File: config.mk
export PLATFORM = sky130hd
export DESIGN_NAME = multi_channel_dispenser
export DESIGN_NICKNAME = d
export VERILOG_FILES = /design/src/rtl/dispenser_pkg.sv /design/src/rtl/dispense_channel.sv /design/src/rtl/multi_channel_dispenser.sv
export SDC_FILE = /design/constraint.sdc
export NUM_CORES = 1
export LEC_CHECK = 0
export CORE_MARGIN = 3
export CORE_UTILIZATION = 40
export CTS_CLUSTER_DIAMETER = 30
export CTS_CLUSTER_SIZE = 30
export DETAILED_ROUTE_END_ITERATION = 8
export GPL_TIMING_DRIVEN = 0
export SYNTH_ARGS = -nofsm -noshare
export SYNTH_HDL_FRONTEND = slang
export SYNTH_SLANG_ARGS = --single-unit
File: constraint.sdc
create_clock -name clock -period 6 [get_ports clock]
set_clock_uncertainty 0.1 [all_clocks]
set_input_delay 0.6 -clock clock [delete_from_list [all_inputs] [get_ports clock]]
set_output_delay 0.6 -clock clock [all_outputs]
set_load 0.01 [all_outputs]
File: src/rtl/dispenser_pkg.sv
// Shared types and sizing helpers for the multi-outlet dispenser.
package dispenser_pkg;

  typedef enum logic [0:0] {
    CH_IDLE       = 1'b0,
    CH_DISPENSING = 1'b1
  } ch_state_e;

  // Width of a volume held as DIGIT_COUNT packed decimal digits.
  function automatic int amount_width(input int digit_count);
    return 4 * digit_count;
  endfunction

  // Bits needed to index `value` items, never less than one.
  function automatic int clog2_min1(input int value);
    int result;
    result = 1;
    while ((1 << result) < value) begin
      result = result + 1;
    end
    return result;
  endfunction

endpackage

File: src/rtl/dispense_channel.sv
// One valve channel: loads a volume, meters it out via a per-ml prescaler,
// and pulses done on natural completion (an abort closes silently).
module dispense_channel
  import dispenser_pkg::*;
#(
  parameter int AMOUNT_WIDTH  = 16,
  parameter int CYCLES_PER_ML = 50000
) (
  input  logic                    clock,
  input  logic                    reset,
  input  logic                    load,
  input  logic                    abort,
  input  logic [AMOUNT_WIDTH-1:0] load_ml,
  output logic                    valve_open,
  output logic                    done,
  output logic [AMOUNT_WIDTH-1:0] remaining_ml,
  output logic                    busy
);

  localparam int PW = clog2_min1(CYCLES_PER_ML);
  localparam logic [PW-1:0] TERMINAL = PW'(CYCLES_PER_ML - 1);

  ch_state_e               state_r, state_next_s;
  logic [PW-1:0]           prescale_r, prescale_next_s;
  logic [AMOUNT_WIDTH-1:0] remaining_r, remaining_next_s;
  logic                    valve_r, valve_next_s;
  logic                    done_r, done_next_s;

  // Next-state logic: abort beats the natural terminal decrement.
  always_comb begin
    state_next_s     = state_r;
    prescale_next_s  = prescale_r;
    remaining_next_s = remaining_r;
    valve_next_s     = valve_r;
    done_next_s      = 1'b0;
    case (state_r)
      CH_IDLE: begin
        if (load) begin
          state_next_s     = CH_DISPENSING;
          prescale_next_s  = {PW{1'b0}};
          remaining_next_s = load_ml;
          valve_next_s     = 1'b1;
        end else begin
          valve_next_s = 1'b0;
        end
      end
      CH_DISPENSING: begin
        if (abort) begin
          state_next_s     = CH_IDLE;
          prescale_next_s  = {PW{1'b0}};
          remaining_next_s = {AMOUNT_WIDTH{1'b0}};
          valve_next_s     = 1'b0;
        end else if (prescale_r == TERMINAL) begin
          prescale_next_s  = {PW{1'b0}};
          remaining_next_s = remaining_r - AMOUNT_WIDTH'(1);
          if (remaining_r == AMOUNT_WIDTH'(1)) begin
            state_next_s = CH_IDLE;
            valve_next_s = 1'b0;
            done_next_s  = 1'b1;
          end else begin
            valve_next_s = 1'b1;
          end
        end else begin
          prescale_next_s = prescale_r + PW'(1);
        end
      end
      default: begin
        state_next_s = CH_IDLE;
        valve_next_s = 1'b0;
      end
    endcase
  end

  // State and output registers.
  always_ff @(posedge clock or posedge reset) begin
    if (reset) begin
      state_r     <= CH_IDLE;
      prescale_r  <= {PW{1'b0}};
      remaining_r <= {AMOUNT_WIDTH{1'b0}};
      valve_r     <= 1'b0;
      done_r      <= 1'b0;
    end else begin
      state_r     <= state_next_s;
      prescale_r  <= prescale_next_s;
      remaining_r <= remaining_next_s;
      valve_r     <= valve_next_s;
      done_r      <= done_next_s;
    end
  end

  assign valve_open   = valve_r;
  assign done         = done_r;
  assign remaining_ml = remaining_r;
  assign busy         = (state_r == CH_DISPENSING);

endmodule

File: src/rtl/multi_channel_dispenser.sv
// Keypad entry front end shared by CHANNEL_COUNT valve channels, with a
// sequential double-dabble feeding the seven-segment digits.
module multi_channel_dispenser
  import dispenser_pkg::*;
#(
  parameter int CHANNEL_COUNT = 2,
  parameter int DIGIT_COUNT   = 4,
  parameter int CYCLES_PER_ML = 50000,
  parameter int SWITCH_COUNT  = 10
) (
  input  logic                                             clock,
  input  logic                                             reset,
  input  logic [SWITCH_COUNT-1:0]                          switches,
  input  logic                                             add_pulse,
  input  logic                                             ok_pulse,
  input  logic                                             cancel_pulse,
  input  logic                                             select_pulse,
  output logic [clog2_min1(CHANNEL_COUNT)-1:0]             selected,
  output logic [amount_width(DIGIT_COUNT)-1:0]             entry_ml,
  output logic [CHANNEL_COUNT*amount_width(DIGIT_COUNT)-1:0] remaining_ml,
  output logic [CHANNEL_COUNT-1:0]                         valve_open,
  output logic [CHANNEL_COUNT-1:0]                         done,
  output logic [amount_width(DIGIT_COUNT)-1:0]             bcd
);

  localparam int AW  = amount_width(DIGIT_COUNT);
  localparam int SW  = clog2_min1(CHANNEL_COUNT);
  localparam int DCW = clog2_min1(DIGIT_COUNT + 1);
  localparam int CW  = clog2_min1(AW + 1);

  logic [AW-1:0]            entry_r, entry_next_s, appended_s;
  logic [DCW-1:0]           digit_count_r, digit_count_next_s;
  logic [SW-1:0]            selected_r, selected_next_s;
  logic [3:0]               digit_s;
  logic                     digit_valid_s;
  logic [CHANNEL_COUNT-1:0] load_s, abort_s, busy_s;
  logic                     sel_busy_s;
  logic [AW-1:0]            remaining_s [CHANNEL_COUNT];

  logic [AW-1:0]            source_s, source_r;
  logic [2*AW-1:0]          dd_r, dd_adj_s, dd_shift_s;
  logic [CW-1:0]            bits_left_r;
  logic [AW-1:0]            bcd_r;

  // Lowest set switch selects the digit.
  always_comb begin
    digit_s       = 4'd0;
    digit_valid_s = |switches;
    for (int i = SWITCH_COUNT - 1; i >= 0; i--) begin
      digit_s = switches[i] ? 4'(i) : digit_s;
    end
    appended_s = (entry_r << 3) + (entry_r << 1) + AW'(digit_s);
  end

  // Strobe decode in priority order cancel > ok > select > add.
  always_comb begin
    entry_next_s       = entry_r;
    digit_count_next_s = digit_count_r;
    selected_next_s    = selected_r;
    load_s             = {CHANNEL_COUNT{1'b0}};
    abort_s            = {CHANNEL_COUNT{1'b0}};
    sel_busy_s         = busy_s[selected_r];
    if (cancel_pulse) begin
      if (entry_r != {AW{1'b0}}) begin
        entry_next_s       = {AW{1'b0}};
        digit_count_next_s = {DCW{1'b0}};
      end else if (sel_busy_s) begin
        abort_s[selected_r] = 1'b1;
      end else begin
        abort_s = {CHANNEL_COUNT{1'b0}};
      end
    end else if (ok_pulse) begin
      if ((entry_r != {AW{1'b0}}) && !sel_busy_s) begin
        load_s[selected_r] = 1'b1;
        entry_next_s       = {AW{1'b0}};
        digit_count_next_s = {DCW{1'b0}};
      end else begin
        entry_next_s = entry_r;
      end
    end else if (select_pulse) begin
      if (selected_r == SW'(CHANNEL_COUNT - 1)) begin
        selected_next_s = {SW{1'b0}};
      end else begin
        selected_next_s = selected_r + SW'(1);
      end
    end else if (add_pulse) begin
      if (digit_valid_s && (digit_count_r != DCW'(DIGIT_COUNT))) begin
        entry_next_s = appended_s;
        // Leading zeros do not consume a digit position.
        if (appended_s != {AW{1'b0}}) begin
          digit_count_next_s = digit_count_r + DCW'(1);
        end else begin
          digit_count_next_s = digit_count_r;
        end
      end else begin
        entry_next_s = entry_r;
      end
    end else begin
      entry_next_s = entry_r;
    end
  end

  // Entry and channel-select registers.
  always_ff @(posedge clock or posedge reset) begin
    if (reset) begin
      entry_r       <= {AW{1'b0}};
      digit_count_r <= {DCW{1'b0}};
      selected_r    <= {SW{1'b0}};
    end else begin
      entry_r       <= entry_next_s;
      digit_count_r <= digit_count_next_s;
      selected_r    <= selected_next_s;
    end
  end

  for (genvar g = 0; g < CHANNEL_COUNT; g++) begin : g_channel
    dispense_channel #(
      .AMOUNT_WIDTH (AW),
      .CYCLES_PER_ML(CYCLES_PER_ML)
    ) u_channel (
      .clock       (clock),
      .reset       (reset),
      .load        (load_s[g]),
      .abort       (abort_s[g]),
      .load_ml     (entry_r),
      .valve_open  (valve_open[g]),
      .done        (done[g]),
      .remaining_ml(remaining_s[g]),
      .busy        (busy_s[g])
    );
    assign remaining_ml[g*AW +: AW] = remaining_s[g];
  end

  // Display source plus one add-3-then-shift double-dabble step.
  always_comb begin
    if ((entry_r != {AW{1'b0}}) || !sel_busy_s) begin
      source_s = entry_r;
    end else begin
      source_s = remaining_s[selected_r];
    end
    dd_adj_s = dd_r;
    for (int d = 0; d < DIGIT_COUNT; d++) begin
      dd_adj_s[AW + 4*d +: 4] = (dd_r[AW + 4*d +: 4] >= 4'd5) ?
                                dd_r[AW + 4*d +: 4] + 4'd3 : dd_r[AW + 4*d +: 4];
    end
    dd_shift_s = dd_adj_s << 1;
  end

  // Converter sequencing: restart on any source change, publish on last shift.
  always_ff @(posedge clock or posedge reset) begin
    if (reset) begin
      source_r    <= {AW{1'b0}};
      dd_r        <= {(2*AW){1'b0}};
      bits_left_r <= {CW{1'b0}};
      bcd_r       <= {AW{1'b0}};
    end else if (source_s != source_r) begin
      source_r    <= source_s;
      dd_r        <= {{AW{1'b0}}, source_s};
      bits_left_r <= CW'(AW);
    end else if (bits_left_r != {CW{1'b0}}) begin
      dd_r        <= dd_shift_s;
      bits_left_r <= bits_left_r - CW'(1);
      if (bits_left_r == CW'(1)) begin
        bcd_r <= dd_shift_s[2*AW-1:AW];
      end else begin
        bcd_r <= bcd_r;
      end
    end else begin
      bcd_r <= bcd_r;
    end
  end

  assign selected = selected_r;
  assign entry_ml = entry_r;
  assign bcd      = bcd_r;

endmodule

-- Word-level counts from Yosys, hierarchy flattened
Cells that the tools add are included.
- bitwise operators: 6
- magnitude comparators: 7
- mux-type cells: 88
- reduce and logical (&&, ||, !) cells: 19
- eq/ne operators: 14
- add/sub/neg operators: 13
- operator list (operator ; number):
    16-bit 2-to-1 mux ; 23
    16-bit one-hot mux with 2 select lines ; 4
    32-bit 2-to-1 mux ; 2
    4-bit 2-to-1 mux ; 13
    16-bit by 1-bit adder with 16-bit output, second input constant ; 2
    16-bit by 1-bit == test with 1-bit output, second input constant ; 2
    16-bit == test, second input constant ; 2
    16-bit nonzero test ; 2
    16-bit by 1-bit subtractor with 16-bit output, second input constant ; 2
    3-bit 2-to-1 mux ; 9
    1-bit 2-to-1 mux ; 24
    16-bit adder ; 1
    16-bit by 4-bit adder with 16-bit output ; 1
    4-bit by 3-bit greater-or-equal comparator with 1-bit output, second input constant ; 4
    16-bit != test ; 1
    4-bit by 2-bit adder with 4-bit output, second input constant ; 3
    2-bit 2-to-1 mux ; 6
    3-bit != test, second input constant ; 4
    5-bit 2-to-1 mux ; 2
    10-bit OR reduction ; 1
    3-bit nonzero test ; 3
    1-bit one-hot mux with 2 select lines ; 4
    3-bit AND reduction ; 2
    6-bit AND reduction ; 1
    21 further kinds ; 29
- word-level logic and storage cells: 164
- register bits: 159
- output and inout bits: 69

-- Depth between registers and ports, before layout
- depth in word-level cells: 18
- gate-level depth with buffers: 16
- mapped depth without buffers: 16

-- Modules after synthesis
A second synthesis with hierarchy kept.
- cell total of the unflattened synthesis: 1090
- area, all modules: 9779.4 sq um
- by module, submodules not included (module ; instances ; cells each ; area each (sq um) ; sequential area each (sq um)):
    multi_channel_dispenser ; 1 ; 630 ; 5735.5 ; 2227.1
    dispense_channel ; 2 ; 230 ; 2021.9 ; 875.8

-- Worst setup path after synthesis
OpenSTA, ideal clock, no wires.
- path type: input to register
- start point: in switches[0]
- end point: reg digit_count_r[2]
- path buffers: 0
- stages: 13
- path slack: 1651 ps
- required time: 5780 ps
- arrival: 4128 ps
- library setup time: 120 ps
- path through: or4_1 nor2b_1 o21ai_0 fa_1 fa_1 nor2b_1 o31a_1 a21oi_1 or3_1 or4_4 nor4_4 nor2_2 a41o_1
- cells in the longest elaborated chain, start to end: 5
- elaborated cells between the ends (all ways): 8
- RTL lines (item ; line ; text):
    start: declaration ; multi_channel_dispenser.sv:13 ; input logic [SWITCH_COUNT-1:0] switches,
    4-bit 2-to-1 mux ; multi_channel_dispenser.sv:50 ; digit_s = switches[i] ? 4'(i) : digit_s;
    16-bit by 4-bit adder with 16-bit output ; multi_channel_dispenser.sv:52 ; appended_s = (entry_r << 3) + (entry_r << 1) + AW'(digit_s);
    16-bit nonzero test ; multi_channel_dispenser.sv:90 ; if (appended_s != {AW{1'b0}}) begin
    3-bit nonzero test (no line) ; - ;
    6-bit AND reduction (no line) * ; - ;
    end signal: assignment ; multi_channel_dispenser.sv:107 ; digit_count_r <= {DCW{1'b0}};
    end signal: assignment ; multi_channel_dispenser.sv:111 ; digit_count_r <= digit_count_next_s;
    end: declaration ; multi_channel_dispenser.sv:32 ; logic [DCW-1:0] digit_count_r, digit_count_next_s;
Mark *: on every way between the ends. The rest lies on a longest branch, timed or not.
A chain may end at the register's enable or synchronous reset.

-- Worst setup path in the final report
Ends and elaborated chain as after synthesis.

==> metrics.csv <==
metric,value,unit
status,"finished, final reports clean",
Die Ht,161,um
cell area power density,568,nW/um^2
crit-path cells,clkdlybuf4s50_1 > or4_1 > nor2b_1 > o21ai_0 > fa_1 > fa_1 > nor2b_1 > o31a_1 > a21oi_1 > or3_1 > or4_4 > nor4_4 > nor2_2 > a41o_1,
Startpoint Class,primary input,
initial antenna violation count,0,
"Net Count, Synth",1129,
FF-to-FF path depth,11,
top-count cell post-synth,dfrtp_1,
vias in the first global route,8521,
Total Routing Usage GR,21.5,%
Iteration-0 DRC Markers,594,
Flop pwr share,25.8,%
pre-CTS setup slack,0.724,ns
post-synth top area share,41.4,%
DR WL/cell,18.4,um
Clock transition at path regs,0.07,ns
detailed-route DRC error count,0,
Syn Inst Count,1066,
hold path endpoint,g_channel[1].u_channel.valve_open$_DFFE_PP0P_,
IO Count,85,
"EDFF count, synth",0,
fmax,208,MHz
Reg2Reg Setup Slack,1.81,ns
VDD IR max,251,uV
Commonest cells post-synth,"159 x dfrtp_1, 123 x o21ai_0, 122 x nand2_1",
area delta synth->final,19.6,%
post-synth top area cell,dfrtp_1,
worst setup margin,1.20,ns
Cells after DPL,1469,
Post CTS Setup Buffer Count,0,
TritonRoute pass-1 iters,5,
Initial Util,40.8,%
synthesis-stage register bit count,159,
# H-tree levels,4,
hold depth,2,
Non-Filler Instances,1501,
peak fanout along the critical path,6,
clock share of power,17.7,%
wire length of the first global-routing pass,45100,um
Worst Path Required,6.22,ns
setup repair after global routing missed its margin,no,
Post-DRT Antenna Nets,0,
CP Capture Type,flop,
WL final,27600,um
CP arrival,5.02,ns
Slowest Stage Delay on Critical Path,0.56,ns
cell area after synthesis,9610,um^2
Pint,3.31,mW
Chip Width,161,um
max_slew headroom,36.5,%
"Clk Latency, worst-skew pair",0.43,ns
root buf cell,clkbuf_16,
Final Hold Vio Count,0,
final worst path period need,4.80,ns
ant diodes,0,
CTS tree,yes,
largest net degree at the start of global routing,124,
Max-Cap Viols,0,
register area share after synthesis,41.4,%
Switching Fraction,49.3,%
DP HPWL,20200,um
Min-Delay Path Class,flop to flop,
post-synthesis async set-or-reset flop share,100,%
DR vias/cell,5.69,
predominant post-synthesis flop cell,dfrtp_1,
"Slew Viols, Final",0,
Finish-stage setup viols,0,
worst-margin pin slew,0.949,ns
min-delay src,g_channel[1].u_channel.valve_open$_DFFE_PP0P_,
total gr overflow,0,
core area,23500,um^2
Comb power frac,56.5,%
nets@finish,1232,
synth warn,0,
fin crit share,80.0,%
Pleak,5.08,nW
R2R Path End,digit_count_r[2]$_DFFE_PP0P_,
Final Util,48.8,%
CTS resizes,0,
vias,8545,
CTS sink count,159,
clock buffer depth,2,
Mean Syn Cell Area,9.01,um^2
Unique masters post-synth,74,
count of input and output buffers,83,
CP max-delay cell,or4_1,
TritonCTS buffer count,17,
Crit Reg-Reg Startpoint,entry_ml[0]$_DFFE_PP0P_,
Net Sw Power,3.21,mW
Final Wtd Congestion,0.959,
"top cells by area, synth","dfrtp_1 41%, o21ai_0 6.4%, ha_1 5.9%",
Pwr Total,6.53,mW
CTS hold repair buffers,0,
share of cells above drive strength 1,6.60,%
Cell Rows,56,
full die area,25900,um^2
Crit Path Category,primary input to flop,
==> cell type report <==
cell class / instances / area, um^2
Inverter: 64 / 248
Tap cell: 319 / 399
Clock buffer: 19 / 443
Fill cell: 2304 / 12100
Clock inverter: 13 / 175
Multi-Input combinational cell: 795 / 5170
Buffer: 48 / 214
Sequential cell: 159 / 3980
Timing Repair Buffer: 84 / 858
==> power by group through the flow <==
stage	Combinational [mW]	Clock, mW	Sequential, mW
floorplan	2.53	0	1.58
global placement	3.64	0	1.70
detailed placement	3.66	0	1.69
CTS	3.67	1.18	1.68
global route	4.09	1.21	1.71
finish	3.68	1.16	1.68
==> worst max-delay path by stage <==
| stage | from | end | cells after the start |
|---|---|---|---|
| final | switches[0] | digit_count_r[2]$_DFFE_PP0P_ | 14 |
| after global routing | switches[0] | digit_count_r[2]$_DFFE_PP0P_ | 14 |
| after CTS | switches[0] | digit_count_r[2]$_DFFE_PP0P_ | 14 |
| after detailed placement | switches[0] | digit_count_r[2]$_DFFE_PP0P_ | 14 |
| after global placement | reset | g_channel[1].u_channel.prescale_r[15]$_DFFE_PP0P_ | 2 |
| after floorplan | reset | bcd[0]$_DFFE_PP0P_ | 1 |
==> cells by family (layout without fill, tap and decap cells) <==
family | after synthesis | in the layout | synth area share, %
and+or+nand+nor | 346 | 346 | 17.6
AOI/OAI and AO/OA | 321 | 321 | 21.2
DFF | 159 | 159 | 41.4
buffers and inverters | 112 | 228 | 4.73
muxes | 56 | 56 | 6.46
adders and majority gates | 47 | 47 | 6.28
xor gates and xnor gates | 25 | 25 | 2.28
==> stage by stage <==
stage               hold WS [ns]  TNS, ns  cell area (um^2)
CTS                        0.403        0             11500
detailed placement         0.390        0             10900
global placement           0.368  -222.40             10800
floorplan                  0.342        0              9610
global route               0.423        0             11500
finish                     0.398        0             11500
==> sequential cells by signal, summed over array words and instances (netlist names) <==
name	count
g_channel.u_channel.done	2
g_channel.u_channel.valve_open	2
g_channel.u_channel.prescale_r	32
selected	1
g_channel.u_channel.remaining_ml	32
bcd	16
bits_left_r	5
digit_count_r	3
source_r	16
entry_ml	16
dd_r	32
g_channel.u_channel.busy	2
==> metal layers <==
| metal | wire length, um | track usage, % |
|---|---|---|
| met3 | 1380 | 3.82 |
| met2 | 13100 | 35.2 |
| met5 | 0 | 0 |
| met1 | 12200 | 28.5 |
| met4 | 883 | 8.06 |
==> layout by cell type, fill, tap and decap left out, types with 21 or more instances in the layout <==
master	n
dfrtp_1	159
o21ai_0	123
nand2_1	122
clkdlybuf4s50_1	83
nor2_1	77
inv_1	61
a21oi_1	58
ha_1	45
mux2i_1	38
clkbuf_1	38
nand3_1	22
nor3_1	21
==> worst max-delay path, delay by kind of cell <==
family,cells,cell delay (ns)
and+or+nand+nor,7,2.22
AOI/OAI and AO/OA,4,0.78
buffers and inverters,1,0.43
adders and majority gates,2,0.98
No activity file was read; power rests on OpenSTA's default activity.
